### config.mk
export PLATFORM = sky130hd
export DESIGN_NAME = timebase_pulse_gen_flat
export DESIGN_NICKNAME = d
export VERILOG_FILES = /design/src/rtl/timebase_pulse_gen_if.sv /design/src/rtl/timebase_pulse_gen.sv /design/src/flat_wrapper.sv
export SDC_FILE = /design/constraint.sdc
export NUM_CORES = 1
export LEC_CHECK = 0
export ABC_AREA = 1
export CAP_MARGIN = 15
export CORE_MARGIN = 2
export CORE_UTILIZATION = 58
export DETAILED_ROUTE_END_ITERATION = 7
export PLACE_DENSITY = 0.81
export SLEW_MARGIN = 20
export SYNTH_ARGS = -nofsm -noshare
export SYNTH_HDL_FRONTEND = slang
export SYNTH_SLANG_ARGS = --single-unit
### constraint.sdc
create_clock -name i_opb_clk -period 2.4 [get_ports i_opb_clk]
set_clock_uncertainty 0.15 [all_clocks]
set_input_delay 0.36 -clock i_opb_clk [delete_from_list [all_inputs] [get_ports i_opb_clk]]
set_output_delay 0.36 -clock i_opb_clk [all_outputs]
set_load 0.01 [all_outputs]
### src/rtl/timebase_pulse_gen_if.sv
// Control and strobe bundle of the timebase: enable/realign/divider-load requests in,
// 1 us / 100 us / 1 ms / 1 s strobes and the 100 us tick count out.
interface timebase_pulse_gen_if;
  logic        enable;
  logic        sync_clr;
  logic        load;
  logic [15:0] div_in;
  logic        load_err;
  logic        pulse_1us;
  logic        pulse_100us;
  logic        pulse_1ms;
  logic        pulse_1s;
  logic [31:0] tick_count_100us;

  modport master (
    output enable, sync_clr, load, div_in,
    input  load_err, pulse_1us, pulse_100us, pulse_1ms, pulse_1s, tick_count_100us
  );

  modport slave (
    input  enable, sync_clr, load, div_in,
    output load_err, pulse_1us, pulse_100us, pulse_1ms, pulse_1s, tick_count_100us
  );
endinterface

### src/rtl/timebase_pulse_gen.sv
// Free-running timebase: loadable prescaler to 1 us, then a 100/10/1000 cascade
// producing 100 us, 1 ms and 1 s strobes plus a wrapping count of 100 us periods.
module timebase_pulse_gen #(
  parameter int unsigned CLK_FREQ_HZ = 50_000_000
) (
  input  logic                 i_opb_clk,
  input  logic                 i_opb_rst,
  timebase_pulse_gen_if.slave  bus
);

  localparam logic [15:0] DIV_DEFAULT = 16'(CLK_FREQ_HZ / 1_000_000);

  logic [15:0] r_div_reg;
  logic [15:0] r_pre_cnt;
  logic [6:0]  r_us_cnt;
  logic [3:0]  r_hus_cnt;
  logic [9:0]  r_ms_cnt;
  logic [31:0] r_tick;
  logic        r_load_err;
  logic        r_pulse_1us;
  logic        r_pulse_100us;
  logic        r_pulse_1ms;
  logic        r_pulse_1s;

  logic w_pre_tc;
  logic w_us_tc;
  logic w_hus_tc;
  logic w_ms_tc;

  assign w_pre_tc = (r_pre_cnt == (r_div_reg - 16'd1));
  assign w_us_tc  = (r_us_cnt == 7'd99);
  assign w_hus_tc = (r_hus_cnt == 4'd9);
  assign w_ms_tc  = (r_ms_cnt == 10'd999);

  always_ff @(posedge i_opb_clk) begin
    if (i_opb_rst) begin
      r_div_reg     <= DIV_DEFAULT;
      r_pre_cnt     <= '0;
      r_us_cnt      <= '0;
      r_hus_cnt     <= '0;
      r_ms_cnt      <= '0;
      r_tick        <= '0;
      r_load_err    <= 1'b0;
      r_pulse_1us   <= 1'b0;
      r_pulse_100us <= 1'b0;
      r_pulse_1ms   <= 1'b0;
      r_pulse_1s    <= 1'b0;
    end else begin
      // Strobes are single-cycle: only the terminal-count branch below raises them.
      r_load_err    <= 1'b0;
      r_pulse_1us   <= 1'b0;
      r_pulse_100us <= 1'b0;
      r_pulse_1ms   <= 1'b0;
      r_pulse_1s    <= 1'b0;
      if (bus.sync_clr) begin
        r_pre_cnt <= '0;
        r_us_cnt  <= '0;
        r_hus_cnt <= '0;
        r_ms_cnt  <= '0;
      end else if (bus.load) begin
        if (bus.div_in >= 16'd2) begin
          r_div_reg <= bus.div_in;
          r_pre_cnt <= '0;
        end else begin
          r_load_err <= 1'b1;
        end
      end else if (bus.enable) begin
        if (w_pre_tc) begin
          r_pre_cnt   <= '0;
          r_pulse_1us <= 1'b1;
          if (w_us_tc) begin
            r_us_cnt      <= '0;
            r_pulse_100us <= 1'b1;
            r_tick        <= r_tick + 32'd1;
            if (w_hus_tc) begin
              r_hus_cnt   <= '0;
              r_pulse_1ms <= 1'b1;
              if (w_ms_tc) begin
                r_ms_cnt   <= '0;
                r_pulse_1s <= 1'b1;
              end else begin
                r_ms_cnt <= r_ms_cnt + 10'd1;
              end
            end else begin
              r_hus_cnt <= r_hus_cnt + 4'd1;
            end
          end else begin
            r_us_cnt <= r_us_cnt + 7'd1;
          end
        end else begin
          r_pre_cnt <= r_pre_cnt + 16'd1;
        end
      end
    end
  end

  assign bus.load_err         = r_load_err;
  assign bus.pulse_1us        = r_pulse_1us;
  assign bus.pulse_100us      = r_pulse_100us;
  assign bus.pulse_1ms        = r_pulse_1ms;
  assign bus.pulse_1s         = r_pulse_1s;
  assign bus.tick_count_100us = r_tick;

endmodule

### src/flat_wrapper.sv
// flat-port wrapper written by rule: the top's interface ports become plain ports
module timebase_pulse_gen_flat 
#(
  parameter int unsigned CLK_FREQ_HZ = 50_000_000
)
  (i_opb_clk, i_opb_rst, bus_enable, bus_sync_clr, bus_load, bus_div_in, bus_load_err, bus_pulse_1us, bus_pulse_100us, bus_pulse_1ms, bus_pulse_1s, bus_tick_count_100us);
  timebase_pulse_gen_if bus_i ();
  input  logic i_opb_clk;
  input  logic i_opb_rst;
  input wire logic [$bits(bus_i.enable)-1:0] bus_enable;
  input wire logic [$bits(bus_i.sync_clr)-1:0] bus_sync_clr;
  input wire logic [$bits(bus_i.load)-1:0] bus_load;
  input wire logic [$bits(bus_i.div_in)-1:0] bus_div_in;
  output wire logic [$bits(bus_i.load_err)-1:0] bus_load_err;
  output wire logic [$bits(bus_i.pulse_1us)-1:0] bus_pulse_1us;
  output wire logic [$bits(bus_i.pulse_100us)-1:0] bus_pulse_100us;
  output wire logic [$bits(bus_i.pulse_1ms)-1:0] bus_pulse_1ms;
  output wire logic [$bits(bus_i.pulse_1s)-1:0] bus_pulse_1s;
  output wire logic [$bits(bus_i.tick_count_100us)-1:0] bus_tick_count_100us;
  assign bus_i.enable = bus_enable;
  assign bus_i.sync_clr = bus_sync_clr;
  assign bus_i.load = bus_load;
  assign bus_i.div_in = bus_div_in;
  assign bus_load_err = bus_i.load_err;
  assign bus_pulse_1us = bus_i.pulse_1us;
  assign bus_pulse_100us = bus_i.pulse_100us;
  assign bus_pulse_1ms = bus_i.pulse_1ms;
  assign bus_pulse_1s = bus_i.pulse_1s;
  assign bus_tick_count_100us = bus_i.tick_count_100us;
  timebase_pulse_gen #(.CLK_FREQ_HZ(CLK_FREQ_HZ)) u_core (.i_opb_clk(i_opb_clk), .i_opb_rst(i_opb_rst), .bus(bus_i));
endmodule
==> results.md, run 1 <==
- Outcome: complete, no violations
- Most frequent cells in the layout: nand2_1 (245), dfxtp_1 (85), a21oi_1 (77)
- #FFs+latches synth: 90
- Pre-CTS setup slack: -0.1612 ns
- Fillers: 843
- Ys async rst share: 0
- Minimum clock period: 2.291 ns
- Skew-Pair Late Insertion Delay: 0.38 ns
- Die area: 10630 um^2
- Clock Tree Buf Depth: 2
- CTS sink count: 90
- RSZ-0062 raised after global routing: true
- WHS Endpoint: u_core.r_div_reg[15]
- Detailed Place HPWL: 11970 um
- CTS tree: yes
- Worst-margin pin slew: 0.5059 ns
- Max-cap violations: 0
- Share of cells above drive strength 1: 0.1150
- Register area: 1808 um^2
- Routability cong.: roughly 1.0
- Port buffer count: 57
- Wire per inst: 15.10 um
- Worst path max stage delay: 0.49 ns
- Commonest non-fill, non-tap cell in the layout: nand2_1
- Syn_nets: 892
- Yosys warnings: 0
- First-pass GRT wire length: approximately 26000 um
- Slew Limit Headroom: 0.6596
- Total number of vias: 6082
- Layout Utilization: 0.7221
- Critical Path RT: 2.49 ns
- Post-Route WL: 16330 um
- Leakage: 2.627 nW
- CTS Root Cell: clkbuf_8
- TritonCTS Buffers: 9
- Std-Cell Rows: 36
- HP Class: reg2reg
- Chip width: 103.1 um
- Sequential fraction of the synthesis area: 0.3163
- CP dominant cell by count: nand2_1
- Avg Cell Area, Syn: 6.577 um^2
- R2R setup slack: roughly 0.11 ns
- Worst setup EP type: flop
- Worst Setup Start Kind: flop
- Fmax: 0.4365 GHz
- Post-synthesis cell area: approximately 5700 um^2
- Post-Syn Instances: around 870
- DRT iter0 DRCs: 378
- Distinct cells, synth: 36
- H-Tree Depth: 3
- Io pins: 58
- Area taken by multi-input logic gates: 3528 um^2
- Crit. Startpoint: u_core.r_div_reg[4]
- Post-DRT Antenna Nets: 0
- Ant diodes: 0
- CTS Hold Buffers Added: 0
- DRC Markers: 0
- WP data arrival: 2.38 ns
- # setup viols final: 0
- Final hold vios: 0
- Number of enable flip-flop cells after synthesis: 0
- Final instance area: just under 7000 um^2
- Max Transition Viols Final: 0
- Clk pin slew, worst setup/hold paths: 0.09 ns
- Critical R2R Launch: u_core.r_div_reg[4]
- Critical path class: reg2reg
- Worst IR Drop VDD: 0.3976 mV
- Setup tns final: 0 ns
- Vias in the first global route: between 5000 and 6000
- Total core area: about 9600 um^2
- Dominant synthesized flop cell: dfxtp_1
- Via density per instance: 5.626
- Layout area overhead: 22.21%
- Setup ws final: 0.1088 ns
- Worst Path Max Fanout: 8
- Cells along the critical path: nor2_4 -> nand2_2 -> nor2_4 -> buf_4 -> nand2_1 -> nand2_1 -> nand2_1 -> nand2_1 -> nor2_1 -> nand2_1 -> nor2_4 -> buf_12 -> nand2_4 -> clkbuf_16 -> nand2_1 -> a21oi_1
- Tcrit/Tclk final: 0.9547
- Gr ovfl total: 0
- Worst reg2reg path depth: 16
- Largest net degree at the start of global routing: 41
- Hold path start: u_core.r_div_reg[15]
- Initial antenna violation count: 0
- Number of flip-flops in the largest register: 32
- PwrDens: 416.6 nW/um^2
- Chip height: 103.1 um
- Placed inst area: 6513 um^2
- Nets@finish: 969
- Crit Reg-Reg Endpoint: u_core.bus.tick_count_100us[28]
- Drt pass-1 iters: 5
- Global-route usage over all layers: 0.3111
- Slowest-stage cell, CP: dfxtp_1
- Hold Path Cell Cnt: 2
- Initial Utilization: 0.5909
power breakdown:
| group | leakage (nW) | internal (W) | switching [W] | total, W |
|---|---|---|---|---|
| clock | 0.0956 | 0.000469 | 0.000574 | 0.00104 |
| combinational | 1.80 | 0.000125 | 0.000197 | 0.000322 |
| sequential | 0.729 | 0.00151 | 0.0000254 | 0.00153 |
| total | 2.63 | 0.00210 | 0.000796 | 0.00290 |
logic make-up (layout without fill, tap and decap cells):
| group | Yosys count | in the layout | share of synthesized area |
|---|---|---|---|
| flip-flops | 90 | 90 | 0.3163 |
| AO/OA/AOI/OAI | 96 | 96 | 0.08655 |
| XOR/XNOR | 62 | 62 | 0.09534 |
| buffers and inverters | 103 | 185 | 0.08458 |
| adder cells (fa/ha/maj) | 5 | 5 | 0.01098 |
| AND/OR/NAND/NOR | 510 | 510 | 0.4062 |
per-stage QoR:
stage / hold WS [ns] / instances / total power [W]
after floorplan: 0.3079 / 866 / 0.001748
after global placement: 0.3179 / 1056 / 0.001858
after detailed placement: 0.3309 / 1056 / 0.001864
after CTS: 0.3436 / 1072 / 0.002894
after global routing: 0.3661 / 1081 / 0.003014
final: 0.3368 / 1081 / 0.002899
layout make-up:
type,instances,area share
inverters,72,0.03883
repair buffers,97,0.1422
clock buffers,12,0.02373
clock inverters,4,0.004674
flip-flops and latches,90,0.2598
well taps,133,0.02391
multi-input cells,673,0.5069
critical path, delay by kind of cell (launching register included):
family / cells / cell delay (ns)
simple gates: 12 / 0.98
flops: 1 / 0.49
buf+inv: 3 / 0.46
compound gates: 1 / 0.06
synthesized netlist by cell type (all sizes together), types with 17 or more instances:
master / count / area (um^2)
nand2: 256 / 975.9
dfxtp: 90 / 1802
nor2: 88 / 377.8
a21oi: 77 / 385.4
nand3: 74 / 402.9
inv: 71 / 266.5
xor2: 45 / 394.1
nand4: 39 / 244.0
nor3: 27 / 135.1
buf: 18 / 162.7
xnor2: 17 / 148.9
how the worst max path moves through the flow:
stage | end | cells after the start
CTS | u_core.r_us_cnt[3] | 16
floorplan | u_core.bus.tick_count_100us[25] | 14
global placement | u_core.r_pre_cnt[4] | 9
global route | u_core.bus.tick_count_100us[2] | 15
detailed placement | u_core.r_pre_cnt[4] | 9
finish | u_core.bus.tick_count_100us[28] | 16
per-layer routing:
layer,wire length (um),GRT usage
met1,7462,0.4613
met2,7305,0.4685
met3,1348,0.05288
met4,212,0.07794
met5,0,0
what timing repair did:
action                     in CTS  in global routing
buffers inserted                0                  5
setup endpoints to repair       8                 63
resized for setup               2                 32
cloned                          0                  4
pin swaps                       1                  6
Power figures use the tool's default switching activity.
==> run 2: changes to the inputs <==
--- a/config.mk
+++ b/config.mk
@@ -6,11 +6,13 @@
 export NUM_CORES = 1
 export LEC_CHECK = 0
 export ABC_AREA = 1
+export ABC_CLOCK_PERIOD_IN_PS = 2400
 export CAP_MARGIN = 15
 export CORE_MARGIN = 2
 export CORE_UTILIZATION = 58
 export DETAILED_ROUTE_END_ITERATION = 7
 export PLACE_DENSITY = 0.81
+export SKIP_LAST_GASP = 1
 export SLEW_MARGIN = 20
 export SYNTH_ARGS = -nofsm -noshare
 export SYNTH_HDL_FRONTEND = slang
==> run 2 against run 1 <==
Effect of this change: maximum frequency about the same; utilization decreased by 0.078 points; first-iteration DRC count increased by 0.53%; wire length increased by 0.44%; sequential cell count unchanged; final area decreased by 0.11%; non-clock buffer count unchanged; sequential share of layout area about the same; clock power about the same; global-route usage unchanged; power about the same; critical path depth unchanged; critical endpoint unchanged.
==> results.md, run 2 (synthesis gave the netlist of run 1 again) <==
- Tcrit/Tclk final: 0.9551 (was 0.9547)
- Hold Path Cell Cnt: 2 (unchanged)
- DRC Markers: 0 (unchanged)
- WP data arrival: 2.38 ns (about the same)
- PwrDens: 416.7 nW/um^2 (was 416.6 nW/um^2)
- Crit path buf inv count: 3 (unchanged)
- Global-route usage over all layers: 0.3111 (unchanged)
- Critical Path RT: 2.49 ns (about the same)
- Detailed Place HPWL: 11970 um (unchanged)
- DRT iter0 DRCs: 380 (was 378)
- Largest net degree at the start of global routing: 41 (unchanged)
- Fillers: 845 (was 843)
- H-Tree Depth: 3 (unchanged)
- Worst Path Max Fanout: 8 (unchanged)
- HP Class: reg2reg (unchanged)
- Max Transition Viols Final: 0 (unchanged)
- Minimum clock period: 2.292 ns (was 2.291 ns)
- Skew-Pair Late Insertion Delay: 0.37 ns (was 0.38 ns)
- R2R setup slack: 0.11 ns (about the same)
- Critical path class: reg2reg (unchanged)
- CTS Root Cell: clkbuf_8 (unchanged)
- Initial Utilization: 0.5909 (unchanged)
- Total number of vias: 6092 (was 6082)
- Layout Utilization: 0.7213 (was 0.7221)
- Register share of total power: 0.530 (was 0.529)
- Worst path max stage delay: 0.50 ns (was 0.49 ns)
- Share of cells above drive strength 1: 0.1150 (unchanged)
- Share of power burned in combinational logic: 0.111 (about the same)
- Pre-CTS setup slack: -0.1612 ns (unchanged)
- Std-Cell Rows: 36 (unchanged)
- Chip height: 103.1 um (unchanged)
- TritonCTS Buffers: 9 (unchanged)
- Clk pwr share: 0.359 (was 0.360)
- CP dominant cell by count: nand2_1 (unchanged)
- Register area: 1808 um^2 (unchanged)
- Die area: 10630 um^2 (unchanged)
- Worst setup EP type: flop (unchanged)
- WHS Endpoint: u_core.r_div_reg[15] (unchanged)
- Worst reg2reg path depth: 16 (unchanged)
- Commonest non-fill, non-tap cell in the layout: nand2_1 (unchanged)
- Most frequent cells in the layout: nand2_1 (245), dfxtp_1 (85), a21oi_1 (77) (unchanged)
- Post-DRT Antenna Nets: 0 (unchanged)
- NetSw: 0.0007943 W (was 0.0007964 W)
- Routability cong.: 1.016 (unchanged)
- Total core area: 9639 um^2 (unchanged)
- Tot Pwr: 0.002897 W (was 0.002899 W)
- Leakage: 2.627 nW (about the same)
- Chip width: 103.1 um (unchanged)
- Slew Limit Headroom: 0.6513 (was 0.6596)
- Clk pin slew, worst setup/hold paths: 0.09 ns (about the same)
- Hold path start: u_core.r_div_reg[15] (unchanged)
- Vias in the first global route: 5406 (was 5412)
- Critical R2R Launch: u_core.r_div_reg[4] (unchanged)
- Initial antenna violation count: 0 (unchanged)
- CTS tree: yes (unchanged)
- Final hold vios: 0 (unchanged)
- Area taken by multi-input logic gates: 3521 um^2 (was 3528 um^2)
- Setup tns final: 0 ns (unchanged)
- Placed inst area: 6513 um^2 (unchanged)
- Ant diodes: 0 (unchanged)
- Crit Reg-Reg Endpoint: u_core.bus.tick_count_100us[28] (unchanged)
- Crit. Startpoint: u_core.r_div_reg[4] (unchanged)
- Drt pass-1 iters: 6 (was 5)
- Wire per inst: 15.17 um (was 15.10 um)
- Via density per instance: 5.636 (was 5.626)
- Cells along the critical path: nor2_4 -> nand2_2 -> nor2_4 -> buf_4 -> nand2_1 -> nand2_1 -> nand2_1 -> nand2_1 -> nor2_1 -> nand2_1 -> nor2_4 -> buf_12 -> nand2_4 -> clkbuf_16 -> nand2_1 -> a21oi_1 (unchanged)
- Number of flip-flops in the largest register: 32 (unchanged)
- Setup ws final: 0.1077 ns (was 0.1088 ns)
- Max-cap violations: 0 (unchanged)
- Int Pwr: 0.002103 W (about the same)
- Io pins: 58 (unchanged)
- Post-Route WL: 16400 um (was 16330 um)
- CTS Hold Buffers Added: 0 (unchanged)
- Layout area overhead: 22.08% (was 22.21%)
- Outcome: complete, no violations (unchanged)
- Worst IR Drop VDD: 0.3966 mV (was 0.3976 mV)
- Worst-margin pin slew: 0.5183 ns (was 0.5059 ns)
- Sw Ratio: 0.2741 (was 0.2747)
- Fmax: 0.4362 GHz (was 0.4365 GHz)
- Nets@finish: 969 (unchanged)
- First-pass GRT wire length: 26230 um (was 26240 um)
- Slowest-stage cell, CP: dfxtp_1 (unchanged)
- Worst Setup Start Kind: flop (unchanged)
- RSZ-0062 raised after global routing: true (unchanged)
- Final instance area: 6953 um^2 (was 6960 um^2)
- Cell family with the largest share of critical-path delay: simple AND/OR/NAND/NOR gates (unchanged)
- Gr ovfl total: 0 (unchanged)
- Port buffer count: 57 (unchanged)
- CTS sink count: 90 (unchanged)
- # setup viols final: 0 (unchanged)
- Clock Tree Buf Depth: 2 (unchanged)
run 2: power groups by stage:
stage / clock network [W] / logic (W) / registers (W)
floorplan: 0 / 0.000188 / 0.00156
global placement: 0 / 0.000294 / 0.00156
detailed placement: 0 / 0.000299 / 0.00157
CTS: 0.00106 / 0.000300 / 0.00153
global route: 0.00112 / 0.000356 / 0.00154
finish: 0.00104 / 0.000322 / 0.00153
run 2: cell type report:
| cell class | count | share of cell area |
|---|---|---|
| Timing Repair Buffer | 97 | 0.1423 |
| Sequential cell | 90 | 0.2600 |
| Clock buffer | 12 | 0.02375 |
| Tap cell | 133 | 0.02393 |
| Multi-Input combinational cell | 673 | 0.5064 |
| Inverter | 72 | 0.03887 |
| Clock inverter | 4 | 0.004679 |
run 2: how the worst max path moves through the flow:
stage / cells past startpoint / end
2_1_floorplan: 14 / u_core.bus.tick_count_100us[25]
3_3_place_gp: 9 / u_core.r_pre_cnt[4]
3_5_place_dp: 9 / u_core.r_pre_cnt[4]
4_1_cts: 14 / u_core.r_hus_cnt[3]
5_1_grt: 15 / u_core.bus.tick_count_100us[2]
6_report: 16 / u_core.bus.tick_count_100us[28]
run 2: timing repair:
item | CTS | global route
gates cloned | 0 | 4
setup endpoints to repair | 8 | 65
resized for setup | 0 | 33
buffers inserted | 0 | 5
pin swaps | 1 | 6
run 2: worst reg2reg max path, delay by kind of cell, from the launching register on:
kind                   cells  cell delay [ns]
AOI/OAI and AO/OA          1             0.06
DFF                        1             0.50
and+or+nand+nor           12             1.00
buffers and inverters      3             0.46
run 2: per-layer routing:
metal	routed length, um	vias to the layer above	global-route usage
li1	-	2997	-
met1	7440	2797	0.4609
met2	7221	273	0.4690
met3	1482	25	0.05288
met4	256	0	0.07794
met5	0	-	0
run 2: through the flow:
step / hold WS, ns / std cells
floorplan: 0.3079 / 866
global placement: 0.3179 / 1056
detailed placement: 0.3309 / 1056
CTS: 0.3436 / 1072
global route: 0.3661 / 1081
finish: 0.3368 / 1081
==> run 3: changes to the inputs <==
--- a/config.mk
+++ b/config.mk
@@ -10,8 +10,9 @@
 export CAP_MARGIN = 15
 export CORE_MARGIN = 2
 export CORE_UTILIZATION = 58
+export CTS_CLUSTER_DIAMETER = 60
 export DETAILED_ROUTE_END_ITERATION = 7
-export PLACE_DENSITY = 0.81
+export PLACE_DENSITY = 0.85
 export SKIP_LAST_GASP = 1
 export SLEW_MARGIN = 20
 export SYNTH_ARGS = -nofsm -noshare
==> run 3 against run 2 <==
Effect of this change: non-clock buffer count is 3 lower; sequential power about the same; worst setup slack lost 0.0034 ns; combinational power barely moved; die area unchanged; count of clock-buffer cells in the layout is 3 lower; sequential cell count is the same; final area is 0.14% lower; critical path type unchanged; critical endpoint is now u_core.bus.tick_count_100us[21]; largest cell class unchanged.
==> results.md, run 3 (synthesis gave the netlist of run 1 again) <==
- Outcome: complete, no violations (unchanged)
- Critical Path RT: 2.55 ns (was 2.49 ns)
- Worst reg2reg path depth: 12 (was 16)
- Slew Limit Headroom: 0.7099 (was 0.6513)
- Via density per instance: 5.621 (was 5.636)
- Final hold vios: 0 (unchanged)
- Wire per inst: 14.02 um (was 15.17 um)
- Setup ws final: 0.1043 ns (was 0.1077 ns)
- Gr ovfl total: 0 (unchanged)
- DRC Markers: 0 (unchanged)
- CTS Root Cell: clkbuf_8 (unchanged)
- Worst path max stage delay: 0.36 ns (was 0.50 ns)
- Max-cap violations: 0 (unchanged)
- Port buffer count: 57 (unchanged)
- Minimum clock period: 2.296 ns (was 2.292 ns)
- Nets@finish: 966 (was 969)
- Layout area overhead: 21.90% (was 22.08%)
- Hold slack: 0.3329 ns (was 0.3368 ns)
- Initial antenna violation count: 0 (unchanged)
- Total number of vias: 6059 (was 6092)
- Tcrit/Tclk final: 0.9566 (was 0.9551)
- Vias in the first global route: 5282 (was 5406)
- Global-route usage over all layers: 0.2869 (was 0.3111)
- Chip width: 103.1 um (unchanged)
- Setup tns final: 0 ns (unchanged)
- Post-Route WL: 15110 um (was 16400 um)
- Total core area: 9639 um^2 (unchanged)
- TritonCTS Buffers: 9 (unchanged)
- Fmax: 0.4356 GHz (was 0.4362 GHz)
- Commonest non-fill, non-tap cell in the layout: nand2_1 (unchanged)
- Share of cells above drive strength 1: 0.1228 (was 0.1150)
- Ant diodes: 0 (unchanged)
- Number of flip-flops in the largest register: 32 (unchanged)
- Skew-Pair Late Insertion Delay: 0.37 ns (about the same)
- Worst Setup Start Kind: flop (unchanged)
- Clock Tree Buf Depth: 2 (unchanged)
- Die area: 10630 um^2 (unchanged)
- CTS sink count: 90 (unchanged)
- Cells along the critical path: inv_4 -> ha_4 -> nand3_4 -> buf_4 -> xnor2_1 -> nor2_1 -> nand3_2 -> nor2_4 -> buf_6 -> clkbuf_16 -> nand3_1 -> a21oi_1 (was nor2_4 -> nand2_2 -> nor2_4 -> buf_4 -> nand2_1 -> nand2_1 -> nand2_1 -> nand2_1 -> nor2_1 -> nand2_1 -> nor2_4 -> buf_12 -> nand2_4 -> clkbuf_16 -> nand2_1 -> a21oi_1)
- Critical path class: reg2reg (unchanged)
- Routability cong.: 1.010 (was 1.016)
- # setup viols final: 0 (unchanged)
- Largest net degree at the start of global routing: 41 (unchanged)
- First-pass GRT wire length: 24410 um (was 26230 um)
- Std-Cell Rows: 36 (unchanged)
- Leakage: 2.589 nW (was 2.627 nW)
- Worst setup EP type: flop (unchanged)
- Most frequent cells in the layout: nand2_1 (244), dfxtp_1 (80), a21oi_1 (75) (was nand2_1 (245), dfxtp_1 (85), a21oi_1 (77))
- HP Class: reg2reg (unchanged)
- Slowest-stage cell, CP: dfxtp_4 (was dfxtp_1)
- Post-Layout Cell Count: 1078 (was 1081)
- Chip height: 103.1 um (unchanged)
- Final instance area: 6943 um^2 (was 6953 um^2)
- Initial Utilization: 0.5909 (unchanged)
- Clk pin slew, worst setup/hold paths: 0.10 ns (was 0.09 ns)
- Worst-margin pin slew: 0.4351 ns (was 0.5183 ns)
- Drt pass-1 iters: 6 (unchanged)
- Placed cells: 1052 (was 1056)
- CTS tree: yes (unchanged)
- RSZ-0062 raised after global routing: true (unchanged)
- Post-DRT Antenna Nets: 0 (unchanged)
- WP data arrival: 2.45 ns (was 2.38 ns)
- Io pins: 58 (unchanged)
- Worst IR Drop VDD: 0.2667 mV (was 0.3966 mV)
- Detailed Place HPWL: 10700 um (was 11970 um)
- PwrDens: 427.1 nW/um^2 (was 416.7 nW/um^2)
- Max Transition Viols Final: 0 (unchanged)
- Placed inst area: 6470 um^2 (was 6513 um^2)
- Hold Path Cell Cnt: 2 (unchanged)
- CTS Hold Buffers Added: 0 (unchanged)
- Pre-CTS setup slack: -0.003747 ns (was -0.1612 ns)
- DRT iter0 DRCs: 322 (was 380)
- H-Tree Depth: 3 (unchanged)
- Worst Path Max Fanout: 16 (was 8)
==> run 3: cell count changes in the layout (fill, tap and decap cells not counted), moves of 2 or more <==
cell,before,now
dfxtp_1,85,80
nor2_2,9,5
nor2_4,9,11
dfxtp_2,5,9
nand3_1,67,65
nand2_2,8,10
nand3_2,6,8
a21oi_2,0,2
nor2_1,70,72
clkbuf_8,12,9
buf_12,5,3
a21oi_1,77,75
==> run 3: where the power goes <==
group	internal, W	leakage, nW	total, W	switching, W
Clock	0.000500	0.103	0.00111	0.000606
Combinational	0.000129	1.76	0.000325	0.000196
Sequential	0.00151	0.730	0.00154	0.0000258
==> run 3: worst paths after layout <==
path	start	to	slack [ns]
setup / recovery	u_core.r_div_reg[0]	u_core.bus.tick_count_100us[21]	0.10
hold / removal	u_core.r_div_reg[15]	u_core.r_div_reg[15]	0.33
setup reg to reg	u_core.r_div_reg[0]	u_core.bus.tick_count_100us[21]	0.10
hold reg to reg	u_core.r_div_reg[15]	u_core.r_div_reg[15]	0.33
==> run 3: cell type report <==
cell class,count,area [um^2]
Multi-Input combinational cell,673,3550
Fill cell,811,2696
Inverter,72,272.8
Clock buffer,9,123.9
Tap cell,133,166.4
Clock inverter,7,85.08
Timing Repair Buffer,94,928.4
Sequential cell,90,1817
==> run 3: worst max-delay path, delay by kind of cell (launching register included) <==
kind                     cells  cell delay (ns)
flip-flops                   1             0.36
adder cells (fa/ha/maj)      1             0.16
AO/OA/AOI/OAI                1             0.14
AND/OR/NAND/NOR              5             0.70
buffers and inverters        4             0.57
XOR/XNOR                     1             0.16
==> run 3: timing repair <==
action                                  4_1_cts  5_1_grt
setup buffers                                 2        6
gates cloned                                  0        2
pin swaps                                     1       13
endpoints found under the setup margin       15       65
resized for setup                             1       47
==> run 3: metrics by stage <==
step,utilization,power [W]
2_1_floorplan,-,0.001748
3_3_place_gp,0.6712,0.001847
3_5_place_dp,0.6712,0.001850
4_1_cts,0.6947,0.002949
5_1_grt,0.7203,0.003077
6_report,0.7203,0.002966
==> run 3: routing by layer <==
layer / share of wire / up-vias / GRT usage
li1: - / 3006 / -
met1: 0.45 / 2770 / 0.4058
met2: 0.46 / 250 / 0.4466
met3: 0.076 / 33 / 0.05695
met4: 0.019 / 0 / 0.07895
met5: 0 / - / 0
